**config.mk**
```make
export PLATFORM = sky130hd
export DESIGN_NAME = wb_serial_tx_sched
export DESIGN_NICKNAME = d
export VERILOG_FILES = /design/src/rtl/wb_serial_tx_sched.sv
export SDC_FILE = /design/constraint.sdc
export NUM_CORES = 1
export LEC_CHECK = 0
export ABC_AREA = 1
export CAP_MARGIN = 20
export CORE_AREA = 10 10 104 176
export CTS_BUF_LIST = sky130_fd_sc_hd__clkbuf_8
export CTS_CLUSTER_SIZE = 25
export DETAILED_ROUTE_END_ITERATION = 8
export DIE_AREA = 0 0 114 186
export PLACE_DENSITY = 0.82
export SLEW_MARGIN = 20
export SYNTH_ARGS = -nofsm -noshare
export SYNTH_HDL_FRONTEND = slang
export SYNTH_SLANG_ARGS = --single-unit
```
**constraint.sdc**
```tcl
create_clock -name wb_clk_i -period 3.85 [get_ports wb_clk_i]
set_input_delay 0.77 -clock wb_clk_i [delete_from_list [all_inputs] [get_ports wb_clk_i]]
set_output_delay 0.77 -clock wb_clk_i [all_outputs]
set_load 0.02 [all_outputs]
```
**src/rtl/wb_serial_tx_sched.sv**
```systemverilog
// Wishbone master that drains a byte FIFO into an NS16550-style serial block:
// poll ISR until THR is empty, then write one byte to THR, with an ack timeout on every cycle.
module wb_serial_tx_sched #(
    parameter int              AW          = 32,
    parameter int              DW          = 32,
    parameter logic [AW-1:0]   BASE_ADDR   = '0,
    parameter int              DEPTH       = 16,
    parameter int              POLL_GAP    = 4,
    parameter int              ACK_TIMEOUT = 64,
    parameter int              THRE_BIT    = 1
) (
    input  logic                     wb_clk_i,
    input  logic                     wb_resetn_i,
    input  logic [7:0]               s_data,
    input  logic                     s_valid,
    output logic                     s_ready,
    output logic [AW-1:0]            wb_adr_o,
    output logic [DW-1:0]            wb_dat_o,
    input  logic [DW-1:0]            wb_dat_i,
    output logic                     wb_we_o,
    output logic [DW/8-1:0]          wb_sel_o,
    output logic                     wb_cyc_o,
    output logic                     wb_stb_o,
    input  logic                     wb_ack_i,
    output logic [$clog2(DEPTH):0]   fifo_level,
    output logic                     busy,
    output logic                     timeout_err
);
    localparam int PW   = $clog2(DEPTH);
    localparam int CMAX = (ACK_TIMEOUT > POLL_GAP) ? ACK_TIMEOUT : POLL_GAP;
    localparam int CW   = $clog2(CMAX + 1);
    localparam logic [AW-1:0] ADR_THR = BASE_ADDR;
    localparam logic [AW-1:0] ADR_ISR = BASE_ADDR + AW'(2);

    typedef enum logic [2:0] {S_IDLE, S_POLL, S_BACKOFF, S_WRITE, S_GAP1} state_t;

    state_t          state_q;
    logic [CW-1:0]   cnt_q;
    logic            wr_next_q;
    logic            cyc_q, we_q, to_q;
    logic [AW-1:0]   adr_q;
    logic [DW-1:0]   dat_q;

    logic [7:0]      mem [DEPTH];
    logic [PW-1:0]   wr_ptr_q, rd_ptr_q;
    logic [PW:0]     level_q, level_d;
    logic            full_q;
    logic            push, pop;

    // Only the THRE bit of ISR matters; the rest is folded here to mark it intentionally unused.
    logic unused_dat;
    assign unused_dat = ^wb_dat_i;

    assign s_ready = !full_q && wb_resetn_i;
    assign push    = s_valid && s_ready;
    assign pop     = (state_q == S_WRITE) && cyc_q && wb_ack_i;

    always_comb begin
        level_d = level_q;
        if (push && !pop)
            level_d = level_q + 1'b1;
        else if (!push && pop)
            level_d = level_q - 1'b1;
    end

    always_ff @(posedge wb_clk_i) begin
        if (push)
            mem[wr_ptr_q] <= s_data;
    end

    always_ff @(posedge wb_clk_i or negedge wb_resetn_i) begin
        if (!wb_resetn_i) begin
            wr_ptr_q <= '0;
            rd_ptr_q <= '0;
            level_q  <= '0;
            full_q   <= 1'b0;
        end else begin
            if (push) wr_ptr_q <= wr_ptr_q + 1'b1;
            if (pop)  rd_ptr_q <= rd_ptr_q + 1'b1;
            level_q <= level_d;
            full_q  <= (level_d == (PW+1)'(DEPTH));
        end
    end

    always_ff @(posedge wb_clk_i or negedge wb_resetn_i) begin
        if (!wb_resetn_i) begin
            state_q   <= S_IDLE;
            cnt_q     <= '0;
            wr_next_q <= 1'b0;
            cyc_q     <= 1'b0;
            we_q      <= 1'b0;
            to_q      <= 1'b0;
            adr_q     <= '0;
            dat_q     <= '0;
        end else begin
            to_q <= 1'b0;
            case (state_q)
                S_IDLE: begin
                    if (level_q != '0) begin
                        state_q <= S_POLL;
                        cyc_q   <= 1'b1;
                        we_q    <= 1'b0;
                        adr_q   <= ADR_ISR;
                        dat_q   <= '0;
                        cnt_q   <= '0;
                    end
                end
                S_POLL, S_WRITE: begin
                    // An ack in the timeout cycle still completes the transfer.
                    if (wb_ack_i) begin
                        cyc_q <= 1'b0;
                        we_q  <= 1'b0;
                        cnt_q <= '0;
                        if (state_q == S_WRITE) begin
                            state_q   <= S_GAP1;
                            wr_next_q <= 1'b0;
                        end else if (wb_dat_i[THRE_BIT]) begin
                            state_q   <= S_GAP1;
                            wr_next_q <= 1'b1;
                        end else begin
                            state_q <= S_BACKOFF;
                        end
                    end else if (cnt_q == CW'(ACK_TIMEOUT - 1)) begin
                        cyc_q   <= 1'b0;
                        we_q    <= 1'b0;
                        to_q    <= 1'b1;
                        cnt_q   <= '0;
                        state_q <= S_BACKOFF;
                    end else begin
                        cnt_q <= cnt_q + 1'b1;
                    end
                end
                S_BACKOFF: begin
                    if (cnt_q == CW'(POLL_GAP - 1)) begin
                        state_q <= S_POLL;
                        cyc_q   <= 1'b1;
                        we_q    <= 1'b0;
                        adr_q   <= ADR_ISR;
                        dat_q   <= '0;
                        cnt_q   <= '0;
                    end else begin
                        cnt_q <= cnt_q + 1'b1;
                    end
                end
                S_GAP1: begin
                    if (wr_next_q) begin
                        state_q <= S_WRITE;
                        cyc_q   <= 1'b1;
                        we_q    <= 1'b1;
                        adr_q   <= ADR_THR;
                        dat_q   <= DW'(mem[rd_ptr_q]);
                        cnt_q   <= '0;
                    end else if (level_q != '0) begin
                        // Skip IDLE when more bytes wait: keeps one byte per 6 cycles.
                        state_q <= S_POLL;
                        cyc_q   <= 1'b1;
                        we_q    <= 1'b0;
                        adr_q   <= ADR_ISR;
                        dat_q   <= '0;
                        cnt_q   <= '0;
                    end else begin
                        state_q <= S_IDLE;
                    end
                end
                default: state_q <= S_IDLE;
            endcase
        end
    end

    assign wb_cyc_o    = cyc_q;
    assign wb_stb_o    = cyc_q;
    assign wb_we_o     = we_q;
    assign wb_adr_o    = adr_q;
    assign wb_dat_o    = dat_q;
    assign wb_sel_o    = {{(DW/8-1){1'b0}}, cyc_q};
    assign fifo_level  = level_q;
    assign busy        = (state_q != S_IDLE) || (level_q != '0);
    assign timeout_err = to_q;
endmodule

```
==> out/metrics.yaml <==
logic_synthesis:
  synth_edf_count: 128
  postSynthAreaPerCell_um2: 10.4
  post_synthesis_async_set_or_reset_flop_share_pct: 41.8
  post_synth_most_frequent_cells: "nor2_1, nand2_1, edfxtp_1, inv_1, dfrtp_1"
  synth_area_leaders: "edfxtp_1, dfrtp_1, nor2_1"
  synth_largest_type_area_fraction_pct: 42.5
  yosys_warnings: 0
  combinational_family_with_the_most_area_after_synthesis: "simple AND/OR/NAND/NOR gates"
  post_synth_inst_count: 869
  synthAdderAreaFrac_pct: 1.11
  synth_xor_xnor_area_share_pct: 0.581
  commonest_register_cell_after_synthesis: "edfxtp_1"
  share_of_the_synthesized_area_in_compound_gates_ao_oa_aoi_oai_pct: 5.18
  synthDominantAreaCellType: "edfxtp_1"
  postSynthRegisterBits: 220
  synthesis.area_um2: 9050
  synth_seq_area_share_pct: 67.9
  yosys.cell_count.top_type: "nor2_1"
  yosys.cell_types.count: 30
  yosys-mux-area-fraction_pct: 0
  synth_simple_gate_area_share_pct: 18.2
power_and_ir_drop:
  power_frac_seq_pct: 43.1
  power.net_switching_mw: 2.51
  peakVddDrop_mv: 0.634
  leak_pwr_nw: 4.41
  share_comb_of_total_power_pct: 31.2
  clockPowerShare_pct: 25.8
  int_power_mw: 4.27
  power_density_nw_per_um2: 636
  power.switching_fraction_pct: 37.0
  finalPower_mw: 6.77
critical_path:
  timing.critical_path.from_type: "register"
  worst_path_largest_cell_delay_ns: 0.60
  critical_path.max_fanout: 7
  critical_path_class: "register to primary output"
  critical_path.most_common_cell: "nand3_1"
  cp_data_required_time_ns: 3.08
  arrival_time_at_the_worst_endpoint_ns: 2.59
  crit_end_category: "primary output"
  crit_path_top_delay_cell: "clkdlybuf4s50_1"
  critical_path.cell_chain: "inv_1, ha_1, nand3_1, nor2_1, nand3_1, clkdlybuf4s50_1"
grt:
  grt_start_max_net_pins: 83
  grt_use_total_pct: 20.1
  grt_overflow_total: 0
  first_pass_grt_wire_length_mm: 33.6
  grt_pass1_vias: 6403
  antenna_violations_before_repair: 0
detailed_routing:
  routed_wirelength_mm: 21.2
  firstDrtPassIters: 5
  post-route-drc-count: 0
  route.detailed.wl_per_inst_um: 18.1
  via_per_inst: 5.41
  vias: 6335
  drtAntennaViolNets: 0
  drt-initial-drc-count: 395
floorplan:
  top_level_ports: 123
  die_w_um: 114
  die-area_um2: 21200
  floorplan.rows: 60
  core-area_um2: 15300
  die_height_um: 186
  initial_core_util_pct: 59.1
final_layout:
  fraction_of_layout_cells_with_a_size_suffix_above_1_pct: 6.70
  finish.net_count: 1015
  antenna-diode-count: 0
  finalCoreUtilization_pct: 69.5
  layout-area-overhead-vs-synth_pct: 17.6
clocking:
  insertion_delay_ns: 0.54
  cts.clk_slew.worst_paths_ns: 0.08
  hold_buffers: 0
  clockRootBuffer: "clkbuf_8"
  ctsLongestPathBuffers: 3
  cts_tree: "built"
  cts_made_buffers: 28
  cts_post_setup_buffers_inserted: 0
  clock_sink_count: 220
  htree_num_levels: 1
  cts_repair_resize_count: 0
hold_path:
  worst_hold_path_type: "input pin to async pin"
sta:
  finalHoldViolations: 0
  worst_pin_slew_ns: 0.835
  grt_setup_unrepaired: "no"
  finalCritPeriodShare_pct: 87.2
  report.final.slew_viol_count: 0
  maxSlewHeadroom_pct: 44.4
  setup-violations-final: 0
  hold_slack_ns: 0.139
  finalClockSkew_ns: 0.0188
  max_freq_mhz: 298
  tns_ns: 0
  fin_crit_ns: 3.36
outcome:
  outcome: "complete, no violations"
placement:
  io_buffer_count: 88
  place_congestion: 0.868
  dp_hpwl_mm: 14.7
flow_run:
  drv_cap: 0
==> power groups by stage <==
| stage | Clock [mW] | Sequential [mW] | Combinational (mW) |
|---|---|---|---|
| 2_1_floorplan | 0 | 2.91 | 1.50 |
| 3_3_place_gp | 0 | 2.95 | 2.03 |
| 3_5_place_dp | 0 | 2.96 | 2.08 |
| 4_1_cts | 1.77 | 2.91 | 2.10 |
| 5_1_grt | 1.88 | 2.94 | 2.35 |
| 6_report | 1.75 | 2.92 | 2.11 |
==> worst paths after layout <==
| check | from | endpoint | slack, ns | depth (start not counted) |
|---|---|---|---|---|
| worst max-delay path | fifo_level[0]$_DFF_PN0_ | busy | 0.49 | 6 |
| worst min-delay path | wb_resetn_i | wb_dat_o[24]$_DFFE_PN0P_ | 0.14 | 1 |
| worst max register to register | rd_ptr_q[1]$_DFFE_PN0P_ | wb_dat_o[4]$_DFFE_PN0P_ | 1.66 | 9 |
| worst min register to register | wb_dat_o[0]$_DFFE_PN0P_ | wb_dat_o[0]$_DFFE_PN0P_ | 0.48 | 2 |
| max in group asynchronous | wb_resetn_i | rd_ptr_q[0]$_DFFE_PN0P_ | 2.50 | 2 |
| min in group wb_clk_i | wb_dat_o[0]$_DFFE_PN0P_ | wb_dat_o[0]$_DFFE_PN0P_ | 0.48 | 2 |
==> metal layers <==
layer	track usage, %	wire (um)	vias to the layer above
met3	3.90	1410	62
met5	0	0	-
met2	37.7	11800	235
met1	20.2	7070	3039
li1	-	-	2999
met4	10.3	940	0
==> logic make-up after synthesis <==
group	after synthesis
xor gates and xnor gates	6
and+or+nand+nor	395
DFF	220
buffers and inverters	151
AOI/OAI and AO/OA	88
other	1
adders and majority gates	8
==> cell type report <==
type,count,area [um2]
flip-flops and latches,220,6150
inverters,115,432
clock buffers,30,413
fillers,1094,4670
clock inverters,22,180
well taps,186,233
repair buffers,98,953
multi-input cells,500,2280
==> through the flow <==
stage / setup slack [ns] / instances / instance area, um2
CTS: 0.458 / 1171 / 10600
detailed placement: 0.927 / 1119 / 10000
global placement: 0.970 / 1119 / 10000
global route: 0.348 / 1171 / 10600
finish: 0.491 / 1171 / 10600
floorplan: 1.76 / 871 / 9060
==> registers in the layout, summed over array words and instances, names as in the netlist <==
name         flops
mem            128
wb_adr_o        32
wb_dat_o        32
cnt_q            7
fifo_level       5
rd_ptr_q         4
wr_ptr_q         4
state_q          3
full_q           1
timeout_err      1
wb_cyc_o         1
wb_we_o          1
wr_next_q        1
==> placed cells by master (no fill, tap or decap), types with 3 or more instances in the layout <==
master,count
o211ai_1,8
o21ai_0,64
clkbuf_8,30
conb_1,3
nand4_1,7
bufinv_16,3
inv_1,119
buf_4,11
nor2_1,165
nand3_1,72
nand2_1,136
xor2_1,6
dfrtp_1,91
clkdlybuf4s50_1,87
nand3_2,3
a21oi_1,13
clkinv_1,5
clkinv_2,6
edfxtp_1,128
nor3_1,5
ha_1,8
==> critical path, delay by kind of cell (launching register included) <==
kind / cells / cell delay [ns]
and+or+nand+nor: 3 / 0.70
adders and majority gates: 1 / 0.17
buffers and inverters: 2 / 0.71
DFF: 1 / 0.47
No activity file was read; power rests on OpenSTA's default activity.
